`src/rtl/mem_stage_if.sv`:
```
// Execute->memory->writeback handshake, SRAM response and forwarding bundle for mem_stage.
interface mem_stage_if #(
  parameter int unsigned CSR_W = 79,
  parameter int unsigned EX_W  = 10
);
  localparam int unsigned MW_W = 70 + EX_W + CSR_W;
  localparam int unsigned MD_W = 39;

  logic             W_allowin;
  logic             M_allowin;
  logic             EM_valid;
  logic [31:0]      em_pc;
  logic [31:0]      em_rf_wdata;
  logic             em_gr_we;
  logic [4:0]       em_dest;
  logic [3:0]       em_res_from_mem;
  logic             em_mem_req;
  logic [1:0]       em_addr_lo;
  logic [EX_W-1:0]  em_ex;
  logic [CSR_W-1:0] em_csr;
  logic             flush;
  logic             data_sram_data_ok;
  logic [31:0]      data_sram_rdata;
  logic             MW_valid;
  logic [MW_W-1:0]  MW_bus;
  logic [MD_W-1:0]  MD_for_bus;

  // Upstream/downstream environment side.
  modport master (
    output W_allowin, EM_valid, em_pc, em_rf_wdata, em_gr_we, em_dest,
           em_res_from_mem, em_mem_req, em_addr_lo, em_ex, em_csr, flush,
           data_sram_data_ok, data_sram_rdata,
    input  M_allowin, MW_valid, MW_bus, MD_for_bus
  );

  // Memory stage side.
  modport slave (
    input  W_allowin, EM_valid, em_pc, em_rf_wdata, em_gr_we, em_dest,
           em_res_from_mem, em_mem_req, em_addr_lo, em_ex, em_csr, flush,
           data_sram_data_ok, data_sram_rdata,
    output M_allowin, MW_valid, MW_bus, MD_for_bus
  );
endinterface

```
`src/rtl/mem_stage.sv`:
```
// Memory pipeline stage: waits for the data SRAM response, aligns/extends load data,
// hands the result to writeback and drops responses orphaned by a flush.
// Optional macro MEM_FAST_DATA_OK_EN: forward the SRAM response in the data_ok cycle.
module mem_stage #(
  parameter int unsigned CSR_W = 79,
  parameter int unsigned EX_W  = 10
) (
  input  logic        clk,
  input  logic        rstn,
  mem_stage_if.slave  bus
);
  localparam int unsigned CSR_WE_BIT = CSR_W - 15;

  typedef enum logic [1:0] {
    IDLE = 2'b00,
    WAIT = 2'b01,
    DONE = 2'b10
  } state_t;

  state_t           state, state_n;
  logic             m_valid, m_valid_n;
  logic [1:0]       drop_cnt, drop_cnt_n;

  logic [31:0]      pc_r;
  logic [31:0]      rf_wdata_r;
  logic             gr_we_r;
  logic [4:0]       dest_r;
  logic [3:0]       rfm_r;
  logic [1:0]       addr_lo_r;
  logic [EX_W-1:0]  ex_r;
  logic [CSR_W-1:0] csr_r;
  logic [31:0]      rdata_r;

  logic             resp_ok;
  logic             ready_go;
  logic             m_allowin;
  logic             capture;
  logic             drop_inc;
  logic             drop_dec;
  logic             is_load;
  logic [31:0]      ld_src;
  logic [7:0]       ld_byte;
  logic [15:0]      ld_half;
  logic             ld_sext;
  logic [31:0]      final_wdata;

  // Handshake: a response only counts once all stale ones have been dropped.
  always_comb begin
    resp_ok   = (state == WAIT) && bus.data_sram_data_ok && (drop_cnt == 2'd0);
`ifdef MEM_FAST_DATA_OK_EN
    ready_go  = (state == DONE) || resp_ok;
`else
    ready_go  = (state == DONE);
`endif
    m_allowin = !m_valid || (ready_go && bus.W_allowin);
    capture   = bus.EM_valid && m_allowin && !bus.flush;
  end

  // State, valid and drop-counter register.
  always_ff @(posedge clk or negedge rstn) begin
    if (!rstn) begin
      state    <= IDLE;
      m_valid  <= 1'b0;
      drop_cnt <= 2'd0;
    end else begin
      state    <= state_n;
      m_valid  <= m_valid_n;
      drop_cnt <= drop_cnt_n;
    end
  end

  // Next state; a flush orphans an outstanding request, which is then counted for dropping.
  always_comb begin
    state_n    = state;
    m_valid_n  = m_valid;
    drop_cnt_n = drop_cnt;
    drop_inc   = bus.flush && (state == WAIT) && !resp_ok;
    drop_dec   = bus.data_sram_data_ok && (drop_cnt != 2'd0);
    if (drop_inc && !drop_dec) begin
      drop_cnt_n = (drop_cnt == 2'd3) ? drop_cnt : drop_cnt + 2'd1;
    end else if (drop_dec && !drop_inc) begin
      drop_cnt_n = drop_cnt - 2'd1;
    end
    if (bus.flush) begin
      state_n   = IDLE;
      m_valid_n = 1'b0;
    end else if (capture) begin
      m_valid_n = 1'b1;
      state_n   = (bus.em_mem_req && !bus.em_ex[0]) ? WAIT : DONE;
    end else begin
      case (state)
        WAIT: begin
          if (resp_ok) begin
            if (ready_go && bus.W_allowin) begin
              state_n   = IDLE;
              m_valid_n = 1'b0;
            end else begin
              state_n = DONE;
            end
          end
        end
        DONE: begin
          if (bus.W_allowin) begin
            state_n   = IDLE;
            m_valid_n = 1'b0;
          end
        end
        default: ;
      endcase
    end
  end

  // Payload capture from execute and response capture from the SRAM.
  always_ff @(posedge clk or negedge rstn) begin
    if (!rstn) begin
      pc_r       <= 32'd0;
      rf_wdata_r <= 32'd0;
      gr_we_r    <= 1'b0;
      dest_r     <= 5'd0;
      rfm_r      <= 4'd0;
      addr_lo_r  <= 2'd0;
      ex_r       <= '0;
      csr_r      <= '0;
      rdata_r    <= 32'd0;
    end else begin
      if (capture) begin
        pc_r       <= bus.em_pc;
        rf_wdata_r <= bus.em_rf_wdata;
        gr_we_r    <= bus.em_gr_we;
        dest_r     <= bus.em_dest;
        rfm_r      <= bus.em_res_from_mem;
        addr_lo_r  <= bus.em_addr_lo;
        ex_r       <= bus.em_ex;
        csr_r      <= bus.em_csr;
      end
      if (resp_ok) begin
        rdata_r <= bus.data_sram_rdata;
      end
    end
  end

  // Load alignment and sign/zero extension.
  always_comb begin
`ifdef MEM_FAST_DATA_OK_EN
    ld_src = resp_ok ? bus.data_sram_rdata : rdata_r;
`else
    ld_src = rdata_r;
`endif
    ld_byte = 8'(ld_src >> {addr_lo_r, 3'b000});
    ld_half = 16'(ld_src >> {addr_lo_r[1], 4'b0000});
    ld_sext = !rfm_r[2];
    is_load = rfm_r[3] || rfm_r[1] || rfm_r[0];
    if (rfm_r[3]) begin
      final_wdata = ld_src;
    end else if (rfm_r[1]) begin
      final_wdata = {{16{ld_sext & ld_half[15]}}, ld_half};
    end else if (rfm_r[0]) begin
      final_wdata = {{24{ld_sext & ld_byte[7]}}, ld_byte};
    end else begin
      final_wdata = rf_wdata_r;
    end
  end

  assign bus.M_allowin  = m_allowin;
  assign bus.MW_valid   = m_valid && ready_go && !bus.flush;
  assign bus.MW_bus     = {pc_r, final_wdata, gr_we_r, dest_r, ex_r, csr_r};
  assign bus.MD_for_bus = {m_valid && (state == WAIT) && is_load,
                           (m_valid && gr_we_r) ? dest_r : 5'd0,
                           final_wdata,
                           csr_r[CSR_WE_BIT] && m_valid};

  // A fourth orphaned response cannot be tracked by the 2-bit drop counter.
  always_ff @(posedge clk) begin
    if (rstn) begin
      assert (!(drop_inc && !drop_dec && (drop_cnt == 2'd3)));
    end
  end
endmodule

```
`src/flat_wrapper.sv`:
```
// flat-port wrapper written by rule: the top's interface ports become plain ports
module mem_stage_flat 
#(
  parameter int unsigned CSR_W = 79,
  parameter int unsigned EX_W  = 10
)
  (clk, rstn, bus_W_allowin, bus_EM_valid, bus_em_pc, bus_em_rf_wdata, bus_em_gr_we, bus_em_dest, bus_em_res_from_mem, bus_em_mem_req, bus_em_addr_lo, bus_em_ex, bus_em_csr, bus_flush, bus_data_sram_data_ok, bus_data_sram_rdata, bus_M_allowin, bus_MW_valid, bus_MW_bus, bus_MD_for_bus);
  mem_stage_if #(.CSR_W(CSR_W), .EX_W(EX_W)) bus_i ();
  input  logic clk;
  input  logic rstn;
  input wire logic [$bits(bus_i.W_allowin)-1:0] bus_W_allowin;
  input wire logic [$bits(bus_i.EM_valid)-1:0] bus_EM_valid;
  input wire logic [$bits(bus_i.em_pc)-1:0] bus_em_pc;
  input wire logic [$bits(bus_i.em_rf_wdata)-1:0] bus_em_rf_wdata;
  input wire logic [$bits(bus_i.em_gr_we)-1:0] bus_em_gr_we;
  input wire logic [$bits(bus_i.em_dest)-1:0] bus_em_dest;
  input wire logic [$bits(bus_i.em_res_from_mem)-1:0] bus_em_res_from_mem;
  input wire logic [$bits(bus_i.em_mem_req)-1:0] bus_em_mem_req;
  input wire logic [$bits(bus_i.em_addr_lo)-1:0] bus_em_addr_lo;
  input wire logic [$bits(bus_i.em_ex)-1:0] bus_em_ex;
  input wire logic [$bits(bus_i.em_csr)-1:0] bus_em_csr;
  input wire logic [$bits(bus_i.flush)-1:0] bus_flush;
  input wire logic [$bits(bus_i.data_sram_data_ok)-1:0] bus_data_sram_data_ok;
  input wire logic [$bits(bus_i.data_sram_rdata)-1:0] bus_data_sram_rdata;
  output wire logic [$bits(bus_i.M_allowin)-1:0] bus_M_allowin;
  output wire logic [$bits(bus_i.MW_valid)-1:0] bus_MW_valid;
  output wire logic [$bits(bus_i.MW_bus)-1:0] bus_MW_bus;
  output wire logic [$bits(bus_i.MD_for_bus)-1:0] bus_MD_for_bus;
  assign bus_i.W_allowin = bus_W_allowin;
  assign bus_i.EM_valid = bus_EM_valid;
  assign bus_i.em_pc = bus_em_pc;
  assign bus_i.em_rf_wdata = bus_em_rf_wdata;
  assign bus_i.em_gr_we = bus_em_gr_we;
  assign bus_i.em_dest = bus_em_dest;
  assign bus_i.em_res_from_mem = bus_em_res_from_mem;
  assign bus_i.em_mem_req = bus_em_mem_req;
  assign bus_i.em_addr_lo = bus_em_addr_lo;
  assign bus_i.em_ex = bus_em_ex;
  assign bus_i.em_csr = bus_em_csr;
  assign bus_i.flush = bus_flush;
  assign bus_i.data_sram_data_ok = bus_data_sram_data_ok;
  assign bus_i.data_sram_rdata = bus_data_sram_rdata;
  assign bus_M_allowin = bus_i.M_allowin;
  assign bus_MW_valid = bus_i.MW_valid;
  assign bus_MW_bus = bus_i.MW_bus;
  assign bus_MD_for_bus = bus_i.MD_for_bus;
  mem_stage #(.CSR_W(CSR_W), .EX_W(EX_W)) u_core (.clk(clk), .rstn(rstn), .bus(bus_i));
endmodule
```
`config.mk`:
```
export PLATFORM = sky130hd
export DESIGN_NAME = mem_stage_flat
export DESIGN_NICKNAME = d
export VERILOG_FILES = /design/src/rtl/mem_stage_if.sv /design/src/rtl/mem_stage.sv /design/src/flat_wrapper.sv
export SDC_FILE = /design/constraint.sdc
export NUM_CORES = 1
export LEC_CHECK = 0
export CORE_MARGIN = 2
export CORE_UTILIZATION = 25
export CTS_BUF_LIST = sky130_fd_sc_hd__clkbuf_4 sky130_fd_sc_hd__clkbuf_8
export CTS_CLUSTER_DIAMETER = 100
export DETAILED_ROUTE_END_ITERATION = 10
export SYNTH_ARGS = -nofsm -noshare
export SYNTH_HDL_FRONTEND = slang
export SYNTH_SLANG_ARGS = --single-unit
export TNS_END_PERCENT = 10
```
`constraint.sdc`:
```
create_clock -name clk -period 3.8 [get_ports clk]
set_clock_uncertainty 0.05 [all_clocks]
set_input_delay 0.57 -clock clk [delete_from_list [all_inputs] [get_ports clk]]
set_output_delay 0.57 -clock clk [all_outputs]
set_load 0.05 [all_outputs]
```
==> impl_results.md <==
* EDFF count, synth at 0
* Syn-to-layout area delta at 56.5%
* Worst setup SP type: register
* #FFs+latches synth at slightly above 200
* Max-cap violations at 0
* Via count at 6558
* CP max FO at 8
* Fillcell total at 3365
* Vias in the first global route at between 6000 and 7000
* Count leader, synth: dfrtp_1
* Full die area at 36700 µm²
* CP Launch Point: u_core.addr_lo_r[1]
* Synth area leaders: dfrtp_1, mux2_1, mux2_2
* Rows at 68
* Initial antenna violation count at 9
* Seq. cell area at between 5000 and 6000 µm²
* Fin. max-slew vios at 0
* H-tree levels at 2
* Share of the synthesized area in the top cell type at 0.575
* Share of flip-flops with an asynchronous set or reset at 1.00
* Nets at 1211
* Vias/cell at 4.40
* Die Height at 191 µm
* Pre-antenna DRT Iters at 6
* Yosys cell types at a little over 40
* Starting DRT DRC Count at 221
* RSZ-0062 raised after global routing: false
* CTS clk-pin slew, worst paths at 0.06 ns
* Postcts setup bufs at 0
* Initial Util at 0.254
* GR Util met1 at 0.179
* Post-DRT Antenna Nets at 0
* GRT Overall Usage at 0.147
* TNS Setup at 0 ns
* Final period util at 0.970
* Fmax at 271 MHz
* Peak VDD IR at 402 µV
* Clock sinks at 202
* Worst hold path type: input port to async pin
* Gate Count Post-Synth at 618
* Dpl cells at 1421
* Chip width at 191 µm
* Share of layout cells above drive strength 1 at 0.166
* IO buf count at just over 400
* Final hold vios at 0
* Worst path arrival time at around 3 ns
* WL final at 27500 µm
* RD Place Congestion at roughly 0.76
* Hold-fix buffers, CTS at 0
* Largest net degree at the start of global routing at a little over 100
* Critical Path RT at roughly 3.2 ns
* First-pass GRT wire length at ~41000 µm
* Area leader, netlist: dfrtp_1
* PostCTS Resize Cnt at 0
* Final setup vio count at 0
* Relative slew slack at 0.474
* Area of the multi-input gates at approximately 3200 µm²
* Later-pin clock latency in the skew report at between 0.5 and 0.6 ns
* Mapped cell area at 8780 µm²
* Grt met2 use at 0.234
* Non-Filler Instances at 1490
* Syn Area/Cell at 14.2 µm²
* Status: finished, final reports clean
* Leakage Power at 5.59 nW
* CP Class: register to output port
* FF-to-FF Start: u_core.state[0]
* Pwr/cell area at 679 nW/µm²
* Most used flip-flop cell after synthesis: dfrtp_1
* Core area at 34500 µm²
* Mapped Nets at 822
* CTS Buf Count at 39
* Seq/Total Area, Yosys at 0.575
* Most used routing layer: met2
* Clock Path Buffers at 3
* Boundary Pins at 404
* GRT met3 Usage at 0.0571
* CTS tree: built
* DRC at 0
* GRT overflow at 0
* Detailed Place HPWL at 20000 µm
* Final Critical Period at between 3 and 4 ns
* Most frequent cells after synthesis: dfrtp_1, mux2_1, mux2_2
* Ys Warns at 0
* Wire per inst at between 15 and 20 µm
* Root buffer cell: clkbuf_8
* Critical path endpoint category: output port
* Worst-Margin Slew at 0.788 ns
-- metrics by stage --
stage	hold slack (ns)	total power, mW	area [µm²]	setup WS (ns)	util
2_1_floorplan	0.224	5.81	8780	0.835	-
3_3_place_gp	0.416	7.18	13000	0.693	0.375
3_5_place_dp	0.424	7.22	13000	0.699	0.375
4_1_cts	0.0328	9.50	13700	0.0864	0.398
5_1_grt	0.0750	9.80	13700	0.0113	0.398
6_report	0.0509	9.34	13800	0.113	0.398
-- registers in the layout, summed over array words and instances (netlist names) --
name / flops
u_core.csr_r: 79
u_core.ld_src: 32
u_core.pc_r: 32
u_core.rf_wdata_r: 32
u_core.ex_r: 10
u_core.dest_r: 5
u_core.rfm_r: 4
u_core.addr_lo_r: 2
u_core.drop_cnt: 2
u_core.state: 2
u_core.gr_we_r: 1
u_core.m_valid: 1
-- critical path, stage by stage (launching register included) --
cell and delay, ns:
dfrtp_1 0.39, mux2i_1 0.37, nor4b_1 0.12, nor3_2 0.62
a21oi_1 0.27, clkdlybuf4s50_1 0.76
-- report_power, final --
| group | switching [mW] | internal (mW) |
|---|---|---|
| Combinational | 2.70 | 1.51 |
| Sequential | 0.324 | 2.62 |
| Clock | 0.918 | 1.27 |
-- logic make-up (layout without fill, tap and decap cells) --
group	after synthesis	after routing	synth area share
and+or+nand+nor	77	77	0.0477
DFF	202	202	0.575
AOI/OAI and AO/OA	63	63	0.0533
other	0	5	0
muxes	206	206	0.264
buffers and inverters	70	482	0.0598
-- per-layer routing --
metal	routed length [µm]	part of all wire
met1	11100	0.41
met2	12900	0.47
met3	2640	0.096
met4	758	0.028
met5	48	0.0017
-- area by class of cell --
| class | instances | area share |
|---|---|---|
| Clock inverter | 4 | 0.00346 |
| Sequential cell | 202 | 0.368 |
| Clock buffer | 60 | 0.0528 |
| Antenna cell | 5 | 0.000910 |
| Tap cell | 455 | 0.0414 |
| Multi-Input combinational cell | 346 | 0.233 |
| Timing Repair Buffer | 416 | 0.300 |
| Inverter | 2 | 0.000546 |
-- final timing paths --
path	slack [ns]	cells past startpoint	endpoint
max in group asynchronous	2.61	2	u_core.pc_r[22]
min reg2reg	0.43	1	u_core.csr_r[13]
max	0.11	5	bus_MD_for_bus[16]
min	0.05	1	u_core.csr_r[69]
min in group clk	0.43	1	u_core.csr_r[13]
max reg2reg	1.80	4	u_core.pc_r[13]
-- placed cells by master, fill, tap and decap left out, types with 3 or more instances in the layout --
cell	n
clkbuf_8	44
nand2b_1	6
nor2b_1	11
a22oi_1	7
mux2_1	139
dfrtp_1	201
mux2_2	65
a21oi_1	15
a222oi_1	7
o2bb2ai_1	7
o211ai_1	16
o21ai_0	3
buf_12	3
clkbuf_4	16
buf_4	30
and3_1	5
clkdlybuf4s50_1	382
nor2_1	5
diode_2	5
nand2_1	35
Power figures use the tool's default switching activity.
